<file path="config.mk">
export PLATFORM = sky130hd
export DESIGN_NAME = pri_encoder_seq
export DESIGN_NICKNAME = d
export VERILOG_FILES = /design/src/rtl/pri_encoder_seq.sv
export SDC_FILE = /design/constraint.sdc
export NUM_CORES = 1
export LEC_CHECK = 0
export BUFFER_PORTS_ARGS = -buffer_cell sky130_fd_sc_hd__clkbuf_2
export CORE_AREA = 4 4 45 47
export CTS_CLUSTER_SIZE = 40
export DETAILED_ROUTE_END_ITERATION = 6
export DIE_AREA = 0 0 49 51
export MAX_ROUTING_LAYER = met4
export PLACE_DENSITY_LB_ADDON = 0.05
export SYNTH_ARGS = -nofsm -noshare
export SYNTH_HDL_FRONTEND = slang
export SYNTH_SLANG_ARGS = --single-unit
</file>
<file path="constraint.sdc">
create_clock -name clk -period 5.66 [get_ports clk]
set_clock_uncertainty 0.2 [all_clocks]
set_input_delay 0.283 -clock clk [delete_from_list [all_inputs] [get_ports clk]]
set_output_delay 0.283 -clock clk [all_outputs]
set_load 0.005 [all_outputs]
</file>
<file path="src/rtl/pri_encoder_seq.sv">
// pri_encoder_seq
//
// Registered priority encoder that captures a request vector over a
// valid/ready handshake and then emits the index of every set bit, one per
// output beat, in priority order. The final beat of a vector may overlap
// with the acceptance of the next vector, so back-to-back vectors drain
// without an idle cycle.
//
// Parameters:
//   WIDTH      number of request bits (>= 2)
//   IDX_W      width of the emitted index
//   HIGH_FIRST 1: bit WIDTH-1 has highest priority, 0: bit 0 has highest
//
// Ports:
//   clk        rising-edge clock
//   rst_n      asynchronous active-low reset
//   in_valid   request vector present
//   in_ready   block can accept a vector this cycle (combinational from out_ready)
//   in_vec     request vector, sampled only at the accepting edge
//   out_valid  out_idx holds a pending index
//   out_ready  consumer accepts the current index
//   out_idx    index of the highest-priority pending bit
//   out_last   current beat is the final set bit of the vector
//   none       one-cycle pulse: an all-zero vector was accepted
//   remaining  set bits still pending including the current beat
//              (present only when PRI_ENC_COUNT_EN is defined)
//
// Optional feature macro: PRI_ENC_COUNT_EN adds the remaining port and its
// popcount/decrement logic.

module pri_encoder_seq #(
    parameter int WIDTH      = 8,
    parameter int IDX_W      = $clog2(WIDTH),
    parameter bit HIGH_FIRST = 1'b1
) (
    input  logic             clk,
    input  logic             rst_n,
    input  logic             in_valid,
    output logic             in_ready,
    input  logic [WIDTH-1:0] in_vec,
    output logic             out_valid,
    input  logic             out_ready,
    output logic [IDX_W-1:0] out_idx,
    output logic             out_last,
    output logic             none
`ifdef PRI_ENC_COUNT_EN
    ,
    output logic [IDX_W:0]   remaining
`endif
);

    localparam logic [WIDTH-1:0] ZERO_V = {WIDTH{1'b0}};
    localparam logic [WIDTH-1:0] ONE_V  = {{(WIDTH-1){1'b0}}, 1'b1};

    typedef enum logic [0:0] {
        ST_IDLE  = 1'b0,
        ST_SERVE = 1'b1
    } state_t;

    state_t           state_r;
    state_t           state_nxt_s;
    logic [WIDTH-1:0] pend_r;
    logic [WIDTH-1:0] pend_nxt_s;
    logic [IDX_W-1:0] out_idx_r;
    logic [IDX_W-1:0] idx_nxt_s;
    logic             out_last_r;
    logic             last_nxt_s;
    logic             none_r;
    logic             none_nxt_s;
    logic             beat_s;
    logic             accept_s;
    logic             in_ready_s;

    // Highest-priority set bit; later loop iterations override earlier ones,
    // so the loop direction encodes the priority order.
    function automatic logic [IDX_W-1:0] pick_idx(input logic [WIDTH-1:0] vec);
        logic [IDX_W-1:0] idx;
        idx = {IDX_W{1'b0}};
        if (HIGH_FIRST) begin
            for (int i = 0; i < WIDTH; i++) begin
                idx = vec[i] ? IDX_W'(i) : idx;
            end
        end else begin
            for (int i = WIDTH - 1; i >= 0; i--) begin
                idx = vec[i] ? IDX_W'(i) : idx;
            end
        end
        return idx;
    endfunction

    // True when exactly one bit of vec is set.
    function automatic logic single_bit(input logic [WIDTH-1:0] vec);
        return (vec != ZERO_V) && ((vec & (vec - ONE_V)) == ZERO_V);
    endfunction

    assign beat_s     = (state_r == ST_SERVE) && out_ready;
    // The final beat frees the block in the same cycle, hence the
    // combinational dependence on out_ready.
    assign in_ready_s = (state_r == ST_IDLE) || (beat_s && out_last_r);
    assign accept_s   = in_valid && in_ready_s;

    // Next pending vector, next state and next output beat.
    always_comb begin
        pend_nxt_s  = pend_r;
        state_nxt_s = state_r;
        none_nxt_s  = accept_s && (in_vec == ZERO_V);
        case (state_r)
            ST_IDLE: begin
                if (accept_s) begin
                    pend_nxt_s = in_vec;
                end else begin
                    pend_nxt_s = ZERO_V;
                end
            end
            ST_SERVE: begin
                if (beat_s && out_last_r) begin
                    pend_nxt_s = accept_s ? in_vec : ZERO_V;
                end else if (beat_s) begin
                    pend_nxt_s = pend_r & ~(ONE_V << out_idx_r);
                end else begin
                    pend_nxt_s = pend_r;
                end
            end
            default: begin
                pend_nxt_s = ZERO_V;
            end
        endcase
        state_nxt_s = (pend_nxt_s != ZERO_V) ? ST_SERVE : ST_IDLE;
        idx_nxt_s   = pick_idx(pend_nxt_s);
        last_nxt_s  = single_bit(pend_nxt_s);
    end

    // State register.
    always_ff @(posedge clk or negedge rst_n) begin
        if (!rst_n) begin
            state_r <= ST_IDLE;
        end else begin
            state_r <= state_nxt_s;
        end
    end

    // Pending vector and registered output beat.
    always_ff @(posedge clk or negedge rst_n) begin
        if (!rst_n) begin
            pend_r     <= ZERO_V;
            out_idx_r  <= {IDX_W{1'b0}};
            out_last_r <= 1'b0;
            none_r     <= 1'b0;
        end else begin
            pend_r     <= pend_nxt_s;
            out_idx_r  <= idx_nxt_s;
            out_last_r <= last_nxt_s;
            none_r     <= none_nxt_s;
        end
    end

    assign in_ready  = in_ready_s;
    assign out_valid = (state_r == ST_SERVE);
    assign out_idx   = out_idx_r;
    assign out_last  = out_last_r;
    assign none      = none_r;

`ifdef PRI_ENC_COUNT_EN
    logic [IDX_W:0] rem_r;

    function automatic logic [IDX_W:0] popcount(input logic [WIDTH-1:0] vec);
        logic [IDX_W:0] cnt;
        cnt = {(IDX_W + 1){1'b0}};
        for (int i = 0; i < WIDTH; i++) begin
            cnt = cnt + {{IDX_W{1'b0}}, vec[i]};
        end
        return cnt;
    endfunction

    // Pending-bit count: loaded on accept (which wins over a coincident
    // final beat), decremented per beat, naturally 0 once drained.
    always_ff @(posedge clk or negedge rst_n) begin
        if (!rst_n) begin
            rem_r <= {(IDX_W + 1){1'b0}};
        end else if (accept_s) begin
            rem_r <= popcount(in_vec);
        end else if (beat_s) begin
            rem_r <= rem_r - {{IDX_W{1'b0}}, 1'b1};
        end else begin
            rem_r <= rem_r;
        end
    end

    assign remaining = rem_r;
`endif

endmodule

</file>
==> metrics.yaml, run 1 <==
cells_and_area:
  n_fill_cell: 163
  area.growth.synth_to_final_pct: 17.3
  layout.cells.non_filler: 122
  fin_nets: 118
  layout-drive-gt1-share_pct: 37.1
  multi_input_area_um2: 470
  final_util_pct: 60.7
  layout_commonest_cell: "clkbuf_2"
  final_cell_mix: "18 x clkbuf_2, 14 x dfrtp_1, 8 x nand3_1, 6 x o21ai_0, 6 x o21ai_1"
  seq_area_um2: 350
  diodes: 0
clock_network:
  post-cts-setup-buffer-count: 0
  post_cts_resized: 0
  cts.clk_slew.worst_paths_ps: 90
  cts_hold_buf: 1
  clk_latency_ps: 280
  tritoncts: "built"
  cts.sinks: 14
  clk_path_buf_depth: 2
  htreeDepth: 1
  cts_root_buf: "clkbuf_4"
  cts_buffers: 3
placed_design:
  gp_congestion: 0.886
  post-place-ws_ps: 3660
  post-dp-hpwl_um: 1490
  port_buffers: 18
  placed_cells: 117
sta:
  rsz0062_at_grt: "false"
  setup_violations: 0
  max_slew_margin_pct: 75.2
  worst_slack_ps: 3660
  fin_crit_sh_pct: 35.4
  worst_pin_slew_ps: 372
  fin_crit_ps: 2000
  fmax_mhz: 500
  finalSetupTns_ps: 0
  drv_slew: 0
  finalHoldViolations: 0
pwr:
  share_seq_of_total_power_pct: 30.8
  p_int_mw: 0.324
  ir_drop_v: 0.000322
  pwr-share-comb_pct: 56.8
  power_density_nw_per_um2: 581
  finalPower_mw: 0.582
  p_clk_share_pct: 12.5
  p_switching_mw: 0.258
  swShare_pct: 44.4
  p_leak_nw: 0.433
route:
  drcViolationCount: 0
  postRouteAntennaNets: 0
  drt_iter0_markers: 12
  wl_met2_um: 903
  firstDrtPassIters: 4
  post_drt_wl_per_cell_um: 15.8
  route.met3.wl_um: 70
  vias: 717
  top_layer_used: "met4"
  drt_wl_total_um: 1930
  wl_met1_um: 927
  routed_via_density: 5.88
worst_hold_path:
  hold_path_class: "input pin to register"
grt:
  grt.total_usage_pct: 17.0
  antenna_found_initial: 0
  grt_max_degree: 20
  overflow: 0
  grt_pass1_vias: 690
  grt_pass1_wl_um: 3190
yosys:
  synth.yosys.seq_area_share_pct: 41.0
  synth_cells: 84
  postSynthAreaPerCell_um2: 10.2
  syn_area_um2: 855
  synth_cell_types: 34
  synth.net_count: 96
  synth_seq_cells: 14
  yosysWarnings: 0
critical_path:
  path_cells: "a21boi_4, inv_6, nand3_2, o21ai_4, nor4_4, mux2i_1, a32oi_1"
  slowest_delay_ps: 410
  cp.arrival_ps: 2000
  cp.required_ps: 5660
  crit_path_end_kind: "register"
  crit_path_max_fanout: 19
  crit_type: "register to register"
  start_kind: "register"
  critPathSlowestCell: "dfrtp_1"
  regToRegSetupSlack_ps: 3660
floorplanning:
  die_w_um: 49
  die_height_um: 51
  core_um2: 1650
  io_pins: 19
  placementRows: 15
  die_area_um2: 2500
  start_util_pct: 51.7
outcome:
  outcome: "finished clean"
job:
  cap_viol_max_count: 0
state kept, by name, summed over array words and instances (netlist names):
register,count
none,1
pend_r,8
out_last,1
out_idx,3
out_valid,1
cell type report:
cell class	instances	share of cell area (%)
clock buffers	4	3.62
multi-input cells	63	46.9
inverters	5	2.37
repair buffers	19	9.99
well taps	17	2.12
flip-flops and latches	14	35.0
power by group through the flow:
stage	logic, mW	clock network (mW)	registers (mW)
2_1_floorplan	0.253	0	0.173
5_1_grt	0.367	0.0812	0.186
4_1_cts	0.331	0.0741	0.179
3_5_place_dp	0.329	0	0.181
3_3_place_gp	0.324	0	0.178
6_report	0.330	0.0725	0.179
Yosys cell counts:
cell type,instances,area [um2]
nor3_1,1,5.00
nand2b_1,2,12.5
nand2_1,2,7.51
and3_1,2,12.5
o21ai_1,6,30.0
nand4_1,1,6.26
or3_1,1,6.26
inv_6,1,8.76
nor4_4,1,21.3
o21ai_0,6,30.0
nor2_1,3,11.3
nor4b_1,2,17.5
a21boi_4,1,18.8
buf_2,2,10.0
or2_2,2,12.5
o31ai_2,1,12.5
o21a_2,1,8.76
a32oi_1,1,8.76
dfrtp_1,14,350
o21ai_4,4,65.1
a21oi_1,5,25.0
nor4b_2,1,15.0
o21ai_2,1,8.76
mux2i_1,1,10.0
nand3b_1,2,15.0
a31o_2,1,8.76
inv_2,1,3.75
nand3_2,2,20.0
o21bai_1,2,15.0
a21o_1,1,7.51
nand3_1,8,40.0
inv_1,3,11.3
nand4bb_1,1,11.3
o21a_1,1,7.51
final timing paths:
path,from,cells past startpoint,endpoint
worst max-delay path,out_valid$_DFF_PN0_,7,out_last$_DFF_PN0_
worst min-delay path,in_vec[5],3,none$_DFF_PN0_
worst max register to register,out_valid$_DFF_PN0_,7,out_last$_DFF_PN0_
worst min register to register,pend_r[4]$_DFF_PN0_,2,pend_r[4]$_DFF_PN0_
max in group asynchronous,rst_n,2,pend_r[6]$_DFF_PN0_
min in group asynchronous,rst_n,2,pend_r[3]$_DFF_PN0_
kinds of logic after synthesis:
group	synth area share, %
AOI/OAI and AO/OA	28.8
and+or+nand+nor	25.0
muxes	1.17
buffers and inverters	3.95
DFF	41.0
layer usage:
metal  vias to the layer above  track usage (%)
met4                         0             4.93
met2                        11             26.5
met3                         4             4.66
li1                        353                -
met5                         -                -
met1                       349             21.7
worst max-delay path, delay by kind of cell (launching register included):
family                 cells  cell delay [ps]
multiplexers               1              120
flip-flops                 1              410
AO/OA/AOI/OAI              3              610
buffers and inverters      1              130
AND/OR/NAND/NOR            2              450
per-stage QoR:
step	cell area, um2	hold slack (ps)
6_report	1000	66.6
5_1_grt	1000	61.8
4_1_cts	1000	60.2
3_5_place_dp	956	5.43
3_3_place_gp	956	3.25
2_1_floorplan	855	-213
Power figures use the tool's default switching activity.
==> inputs of run 2 (changes only) <==
CORE_AREA = 4 4 55 44   (was 4 4 45 47)
DIE_AREA = 0 0 59 48   (was 0 0 49 51)
clock period = 1.7 ns   (was 5.66 ns; I/O delays follow)
==> run 2 against run 1 <==
Net effect: the flow now finishes with violations (negative hold slack, negative setup slack); setup slack lost 4000 ps; cell count is 35% higher; total power grew to 4.8 times the previous value; core utilization increased by 12 points; clock power rose to 3.4 times the previous value.
==> metrics.yaml, run 2 (same netlist as run 1, synthesis figures left out) <==
pwr:
  power_density_nw_per_um2: 1990  # was 581 nW/um2
  ir_drop_v: 0.00107  # was 0.000322 V
  p_clk_share_pct: 8.7  # was 12.5%
  p_leak_nw: 0.627  # was 0.433 nW
  share_seq_of_total_power_pct: 22.8  # was 30.8%
  finalPower_mw: 2.79  # was 0.582 mW
  pwr-share-comb_pct: 68.5  # was 56.8%
  swShare_pct: 42.7  # was 44.4%
  p_int_mw: 1.60  # was 0.324 mW
  p_switching_mw: 1.19  # was 0.258 mW
cells_and_area:
  multi_input_area_um2: 567  # was 470 um2
  fin_nets: 154  # was 118
  area.growth.synth_to_final_pct: 64.0  # was 17.3%
  layout.cells.non_filler: 165  # was 122
  final_cell_mix: "28 x buf_4, 18 x clkbuf_2, 11 x dfrtp_1, 7 x dlygate4sd3_1"  # was 18 x clkbuf_2, 14 x dfrtp_1, 8 x nand3_1, 6 x o21ai_0, 6 x o21ai_1
  seq_area_um2: 354  # was 350 um2
  layout_commonest_cell: "buf_4"  # was clkbuf_2
  n_fill_cell: 144  # was 163
  largest_reg_flops: 8  # unchanged
  layout-drive-gt1-share_pct: 60.3  # was 37.1%
  diodes: 0  # unchanged
  largest_register: "pend_r"  # unchanged
critical_path:
  reg2regPathDepth: 8  # was 7
  crit_path_frequent_cell: "buf_4"
  crit_path_max_fanout: 7  # was 19
  crit_type: "register to register"  # unchanged
  slowest_delay_ps: 450  # was 410 ps
  rr_startpoint: "out_last$_DFF_PN0_"  # was out_valid$_DFF_PN0_
  cp.required_ps: 1670  # was 5660 ps
  start_kind: "register"  # unchanged
  critPathSlowestCell: "dfrtp_1"  # unchanged
  crit_path_end_kind: "register"  # unchanged
  regToRegSetupSlack_ps: -310  # was 3660 ps
  r2r_end: "out_last$_DFF_PN0_"  # unchanged
  path_cells: "a21boi_4, buf_4, inv_4, buf_4, o21ai_2, a21oi_1, o21bai_1, a32oi_1"  # was a21boi_4, inv_6, nand3_2, o21ai_4, nor4_4, mux2i_1, a32oi_1
  cp.arrival_ps: 1990  # was 2000 ps
route:
  drt_iter0_markers: 32  # was 12
  vias: 928  # was 717
  routed_via_density: 5.62  # was 5.88
  drcViolationCount: 0  # unchanged
  postRouteAntennaNets: 0  # unchanged
  post_drt_wl_per_cell_um: 17.4  # was 15.8 um
  firstDrtPassIters: 4  # unchanged
  drt_wl_total_um: 2870  # was 1930 um
floorplanning:
  start_util_pct: 44.4  # was 51.7%
  die_area_um2: 2830  # was 2500 um2
  placementRows: 14  # was 15
  die_w_um: 59  # was 49 um
  core_um2: 1930  # was 1650 um2
  io_pins: 19  # unchanged
  die_height_um: 48  # was 51 um
sta:
  fin_hold_ws_ps: -45.0  # was 66.6 ps
  fin_crit_sh_pct: 118  # was 35.4%
  finalSetupTns_ps: -849  # was 0 ps
  fmax_mhz: 497  # was 500 MHz
  rsz0062_at_grt: "true"  # was false
  worst_slack_ps: -313  # was 3660 ps
  worst_pin_slew_ps: 370  # was 372 ps
  setup_violations: 7  # was 0
  drv_slew: 0  # unchanged
  max_slew_margin_pct: 75.4  # was 75.2%
  fin_crit_ps: 2010  # was 2000 ps
  finalHoldViolations: 1  # was 0
clock_network:
  cts.clk_slew.worst_paths_ps: 100  # was 90 ps
  htreeDepth: 1  # unchanged
  cts.sinks: 14  # unchanged
  clk_path_buf_depth: 2  # unchanged
  clk_latency_ps: 290  # was 280 ps
  cts_buffers: 3  # unchanged
  cts_root_buf: "clkbuf_4"  # unchanged
  tritoncts: "built"  # unchanged
  cts_hold_buf: 7  # was 1
grt:
  grt_max_degree: 19  # was 20
  grt_pass1_vias: 881  # was 690
  grt_pass1_wl_um: 4070  # was 3190 um
  grt.total_usage_pct: 21.0  # was 17.0%
  overflow: 0  # unchanged
  antenna_found_initial: 0  # unchanged
placed_design:
  post-dp-hpwl_um: 1780  # was 1490 um
  placed_cells: 146  # was 117
  gp_congestion: 0.843  # was 0.886
  port_buffers: 18  # unchanged
outcome:
  failed_checks: "negative hold slack, negative setup slack"
  outcome: "complete, but fails checks"  # was finished clean
worst_hold_path:
  hold-path-cell-count: 4  # was 3
  hold_path_class: "input pin to register"  # unchanged
  hold_path_end: "none$_DFF_PN0_"  # unchanged
  holdCritStartpoint: "in_vec[2]"  # was in_vec[5]
job:
  cap_viol_max_count: 0  # unchanged
## run 2: cell types whose count changed in the layout (fill, tap and decap cells not counted), sizes merged
| cell | delta |
|---|---|
| buf | +29 |
| dlygate4sd3 | +6 |
| inv | +1 |
## run 2: metrics by stage
step           setup WS [ps]  area (um2)  utilization (%)
3_5_place_dp            -207        1150             59.9
5_1_grt                 -381        1400             72.7
3_3_place_gp            -194        1150             59.9
6_report                -313        1400             72.7
2_1_floorplan          -94.6         886                -
4_1_cts                 -196        1300             67.6
## run 2: power groups by stage
stage / clock network (mW) / logic, mW / registers (mW)
2_1_floorplan: 0 / 0.874 / 0.578
3_3_place_gp: 0 / 1.51 / 0.597
3_5_place_dp: 0 / 1.53 / 0.597
4_1_cts: 0.255 / 1.62 / 0.601
5_1_grt: 0.271 / 2.03 / 0.643
6_report: 0.244 / 1.91 / 0.635
## run 2: critical path: cells and delay by family (launching register included)
kind | cells | cell delay [ps]
buffers and inverters | 3 | 370
AO/OA/AOI/OAI | 5 | 880
flip-flops | 1 | 450
## run 2: area by class of cell
class / count / share of cell area [%]
well taps: 24 / 2.14
multi-input cells: 63 / 40.4
clock buffers: 4 / 2.59
repair buffers: 54 / 27.2
repair inverters: 1 / 0.446
inverters: 5 / 1.88
flip-flops and latches: 14 / 25.3
## run 2: metal layers
layer / vias to the layer above / global-route usage [%] / wire length (um)
met5: - / - / 0
met4: 0 / 6.79 / 93
met3: 17 / 7.82 / 218
met2: 49 / 35.0 / 1370
met1: 435 / 23.9 / 1180
li1: 427 / - / -
## run 2: worst max-delay path by stage
stage | startpoint | to | slack [ps] | cells past startpoint
after CTS | out_valid$_DFF_PN0_ | out_last$_DFF_PN0_ | -200 | 8
after detailed placement | out_idx[2]$_DFF_PN0_ | out_last$_DFF_PN0_ | -210 | 6
after floorplan | out_valid$_DFF_PN0_ | out_last$_DFF_PN0_ | -90 | 7
after global routing | out_valid$_DFF_PN0_ | out_last$_DFF_PN0_ | -380 | 8
after global placement | out_idx[2]$_DFF_PN0_ | out_idx[0]$_DFF_PN0_ | -190 | 7
final | out_last$_DFF_PN0_ | out_last$_DFF_PN0_ | -310 | 8
## run 2: repair_timing
item                                    CTS  global route
endpoints found under the setup margin    4             7
pin swaps                                 2             8
hold endpoints to repair                 20             1
resized for setup                         5            19
setup buffers                             3             4
cloned                                    0             1
==> inputs of run 3 (changes only) <==
ABC_AREA = 1   (was not set)
CORE_AREA = 4 4 58 47   (was 4 4 55 44)
DIE_AREA = 0 0 62 51   (was 0 0 59 48)
==> run 3 against run 2 <==
Net effect: setup slack improved by 280 ps; critical endpoint unchanged; sequential power decreased by 6.3%; first-iteration DRC count increased by 53%; via count decreased by 9.4%; the flow finishes with violations (negative setup slack).
==> metrics.yaml, run 3 <==
outcome:
  outcome: "complete, but fails checks"  # unchanged
  failed_checks: "negative setup slack"  # was negative hold slack, negative setup slack
yosys:
  synth.yosys.seq_area_share_pct: 35.9  # was 41.0%
  synth_area_leaders: "dfrtp_1 36%, nand2_1 11%, nand2_4 10%"  # was dfrtp_1 41%, o21ai_4 7.6%, nand3_1 4.7%
  netlist_top_cells_count: "28 x nand2_1, 16 x inv_1, 15 x nor2_1, 14 x dfrtp_1, 9 x nand2_4"  # was 14 x dfrtp_1, 8 x nand3_1, 6 x o21ai_0, 6 x o21ai_1, 5 x a21oi_1
  synth.net_count: 126  # was 96
  synth_cell_types: 20  # was 34
  ys.flop_type: "dfrtp_1"  # unchanged
  yosysTopAreaCell: "dfrtp_1"  # unchanged
  synth_compound_area_share_pct: 3.85  # was 28.8%
  synth_cells: 114  # was 84
  postSynthAreaPerCell_um2: 8.55  # was 10.2 um2
  synth_top_area_share_pct: 35.9  # was 41.0%
  synth_seq_cells: 14  # unchanged
  synth.most_common_cell: "nand2_1"  # was dfrtp_1
  synth-xor-area-share_pct: 0  # unchanged
  synthArstFlopShare_pct: 100  # unchanged
  synth_edf_count: 0  # unchanged
  yosysWarnings: 0  # unchanged
  synth_top_family_by_area: "simple AND/OR/NAND/NOR gates"  # was compound AO/OA/AOI/OAI gates
  muxShareOfSynthArea_pct: 0  # was 1.17%
  synthSimpleGateAreaFrac_pct: 50.1  # was 25.0%
  synthAdderAreaFrac_pct: 0  # unchanged
  syn_area_um2: 975  # was 855 um2
cells_and_area:
  area.growth.synth_to_final_pct: 41.7  # was 64.0%
  final_cell_mix: "22 x nand2_1, 18 x clkbuf_2, 16 x inv_1, 13 x nand2_4, 13 x dfrtp_1"  # was 28 x buf_4, 18 x clkbuf_2, 11 x dfrtp_1, 7 x dlygate4sd3_1
  final_util_pct: 62.9  # was 72.7%
  layout_commonest_cell: "nand2_1"  # was buf_4
  diodes: 0  # unchanged
  multi_input_area_um2: 601  # was 567 um2
  design_area_um2: 1380  # was 1400 um2
  largest_register: "pend_r"  # unchanged
  largest_reg_flops: 8  # unchanged
  fin_nets: 169  # was 154
  seq_area_um2: 352  # was 354 um2
  n_fill_cell: 184  # was 144
  layout-drive-gt1-share_pct: 49.4  # was 60.3%
clock_network:
  cts_buffers: 3  # unchanged
  tritoncts: "built"  # unchanged
  clk_path_buf_depth: 2  # unchanged
  clk_latency_ps: 280  # was 290 ps
  cts.clk_slew.worst_paths_ps: 100  # about the same
  cts.sinks: 14  # unchanged
  htreeDepth: 1  # unchanged
  cts_root_buf: "clkbuf_4"  # unchanged
critical_path:
  regToRegSetupSlack_ps: -30  # was -310 ps
  crit_path_end_kind: "register"  # unchanged
  cp-endpoint: "out_last$_DFF_PN0_"  # unchanged
  worstSetupStartpoint: "out_valid$_DFF_PN0_"  # was out_last$_DFF_PN0_
  critPathSlowestCell: "dfrtp_2"  # was dfrtp_1
  rr_startpoint: "out_valid$_DFF_PN0_"  # was out_last$_DFF_PN0_
  start_kind: "register"  # unchanged
  path_cells: "buf_4, nand2_4, buf_12, nand3_2, nand2_4, nor2_4, nand2_2, nor2_2, nor2_1, nand2_1, nor2_1"  # was a21boi_4, buf_4, inv_4, buf_4, o21ai_2, a21oi_1, o21bai_1, a32oi_1
  cp.required_ps: 1720  # was 1670 ps
  crit_type: "register to register"  # unchanged
  cp.arrival_ps: 1750  # was 1990 ps
  r2r_end: "out_last$_DFF_PN0_"  # unchanged
  crit_path_max_fanout: 5  # was 7
  slowest_delay_ps: 470  # was 450 ps
  reg2regPathDepth: 11  # was 8
route:
  drt_iter0_markers: 49  # was 32
  routed_via_density: 4.65  # was 5.62
  vias: 841  # was 928
  drcViolationCount: 0  # unchanged
  postRouteAntennaNets: 0  # unchanged
  drt_wl_total_um: 2330  # was 2870 um
  post_drt_wl_per_cell_um: 12.9  # was 17.4 um
  firstDrtPassIters: 4  # unchanged
floorplanning:
  start_util_pct: 44.4  # about the same
  die_w_um: 62  # was 59 um
  placementRows: 15  # was 14
  io_pins: 19  # unchanged
  die_height_um: 51  # was 48 um
  die_area_um2: 3160  # was 2830 um2
  core_um2: 2200  # was 1930 um2
placed_design:
  post-dp-hpwl_um: 1640  # was 1780 um
  port_buffers: 18  # unchanged
  place_area_um2: 1110  # was 1150 um2
  post-place-ws_ps: -51.0  # was -207 ps
  gp_congestion: 0.804  # was 0.843
grt:
  grt.total_usage_pct: 15.6  # was 21.0%
  grt_max_degree: 15  # was 19
  overflow: 0  # unchanged
  antenna_found_initial: 0  # unchanged
  grt_pass1_vias: 754  # was 881
  grt_pass1_wl_um: 3490  # was 4070 um
sta:
  fmax_mhz: 578  # was 497 MHz
  worst_pin_slew_ps: 369  # was 370 ps
  drv_slew: 0  # unchanged
  finalHoldViolations: 0  # was 1
  setup_violations: 1  # was 7
  fin_hold_ws_ps: 31.7  # was -45.0 ps
  worst_slack_ps: -29.0  # was -313 ps
  rsz0062_at_grt: "true"  # unchanged
  fin_crit_ps: 1730  # was 2010 ps
  max_slew_margin_pct: 75.4  # about the same
  fin_crit_sh_pct: 102  # was 118%
pwr:
  p_leak_nw: 0.668  # was 0.627 nW
  power_density_nw_per_um2: 1830  # was 1990 nW/um2
  finalPower_mw: 2.53  # was 2.79 mW
  ir_drop_v: 0.00107  # about the same
worst_hold_path:
  hold_path_class: "input pin to async pin"  # was input pin to register
job:
  cap_viol_max_count: 0  # unchanged
[run 3: cell types whose count changed in the layout (fill, tap and decap cells not counted), moves of 4 or more]
cell / change
o21ai_2: -4
inv_1: +14
buf_4: -20
nand3_1: -4
nor2_4: +7
a21oi_1: -5
nor2_1: +8
nand2_2: +6
nand2_1: +21
nand2_4: +13
o21ai_4: -5
[run 3: report_power, final]
part / internal, mW / switching (mW)
Combinational: 0.730 / 0.954
Sequential: 0.493 / 0.102
Clock: 0.130 / 0.117
[run 3: timing repair]
item | in CTS | in global routing
pin swaps | 1 | 18
setup buffers | 1 | 6
gates resized for setup | 3 | 20
hold endpoints to repair | 22 | 1
gates cloned | 0 | 1
setup endpoints to repair | 2 | 4
hold buffers | 9 | 1
[run 3: cell families after synthesis]
family,Yosys count
AND/OR/NAND/NOR,74
buffers and inverters,20
AO/OA/AOI/OAI,6
flip-flops,14
[run 3: worst max-delay path: cells and delay by family, from the launching register on]
| family | cells | cell delay (ps) |
|---|---|---|
| buf+inv | 2 | 290 |
| simple gates | 9 | 710 |
| flops | 1 | 470 |
[run 3: cell type report]
| cell class | instances | share of cell area, % |
|---|---|---|
| Timing Repair Buffer | 39 | 21.3 |
| Inverter | 18 | 4.89 |
| Sequential cell | 14 | 25.5 |
| Tap cell | 25 | 2.26 |
| Clock buffer | 4 | 2.63 |
| Multi-Input combinational cell | 81 | 43.5 |
[run 3: worst min-delay path by stage]
stage	from	to	slack, ps	cells past startpoint
4_1_cts	in_vec[4]	pend_r[4]$_DFF_PN0_	20	4
6_report	rst_n	pend_r[7]$_DFF_PN0_	30	2
5_1_grt	rst_n	pend_r[6]$_DFF_PN0_	60	2
3_3_place_gp	rst_n	pend_r[6]$_DFF_PN0_	-190	1
2_1_floorplan	rst_n	none$_DFF_PN0_	-410	0
3_5_place_dp	rst_n	pend_r[6]$_DFF_PN0_	-190	1
[run 3: through the flow]
| step | setup TNS [ps] | cells |
|---|---|---|
| 6_report | -29.0 | 181 |
| 5_1_grt | -224 | 181 |
| 4_1_cts | -6.13 | 174 |
| 3_5_place_dp | -51.0 | 160 |
| 3_3_place_gp | -22.5 | 160 |
| 2_1_floorplan | 0 | 114 |
[run 3: metal layers]
metal  part of all wire, %  vias up  GRT usage (%)
met2                    51       18           24.7
met3                   4.7        2           3.79
met5                     0        -              -
met4                  0.69        0           2.12
li1                      -      435              -
met1                    44      386           20.6
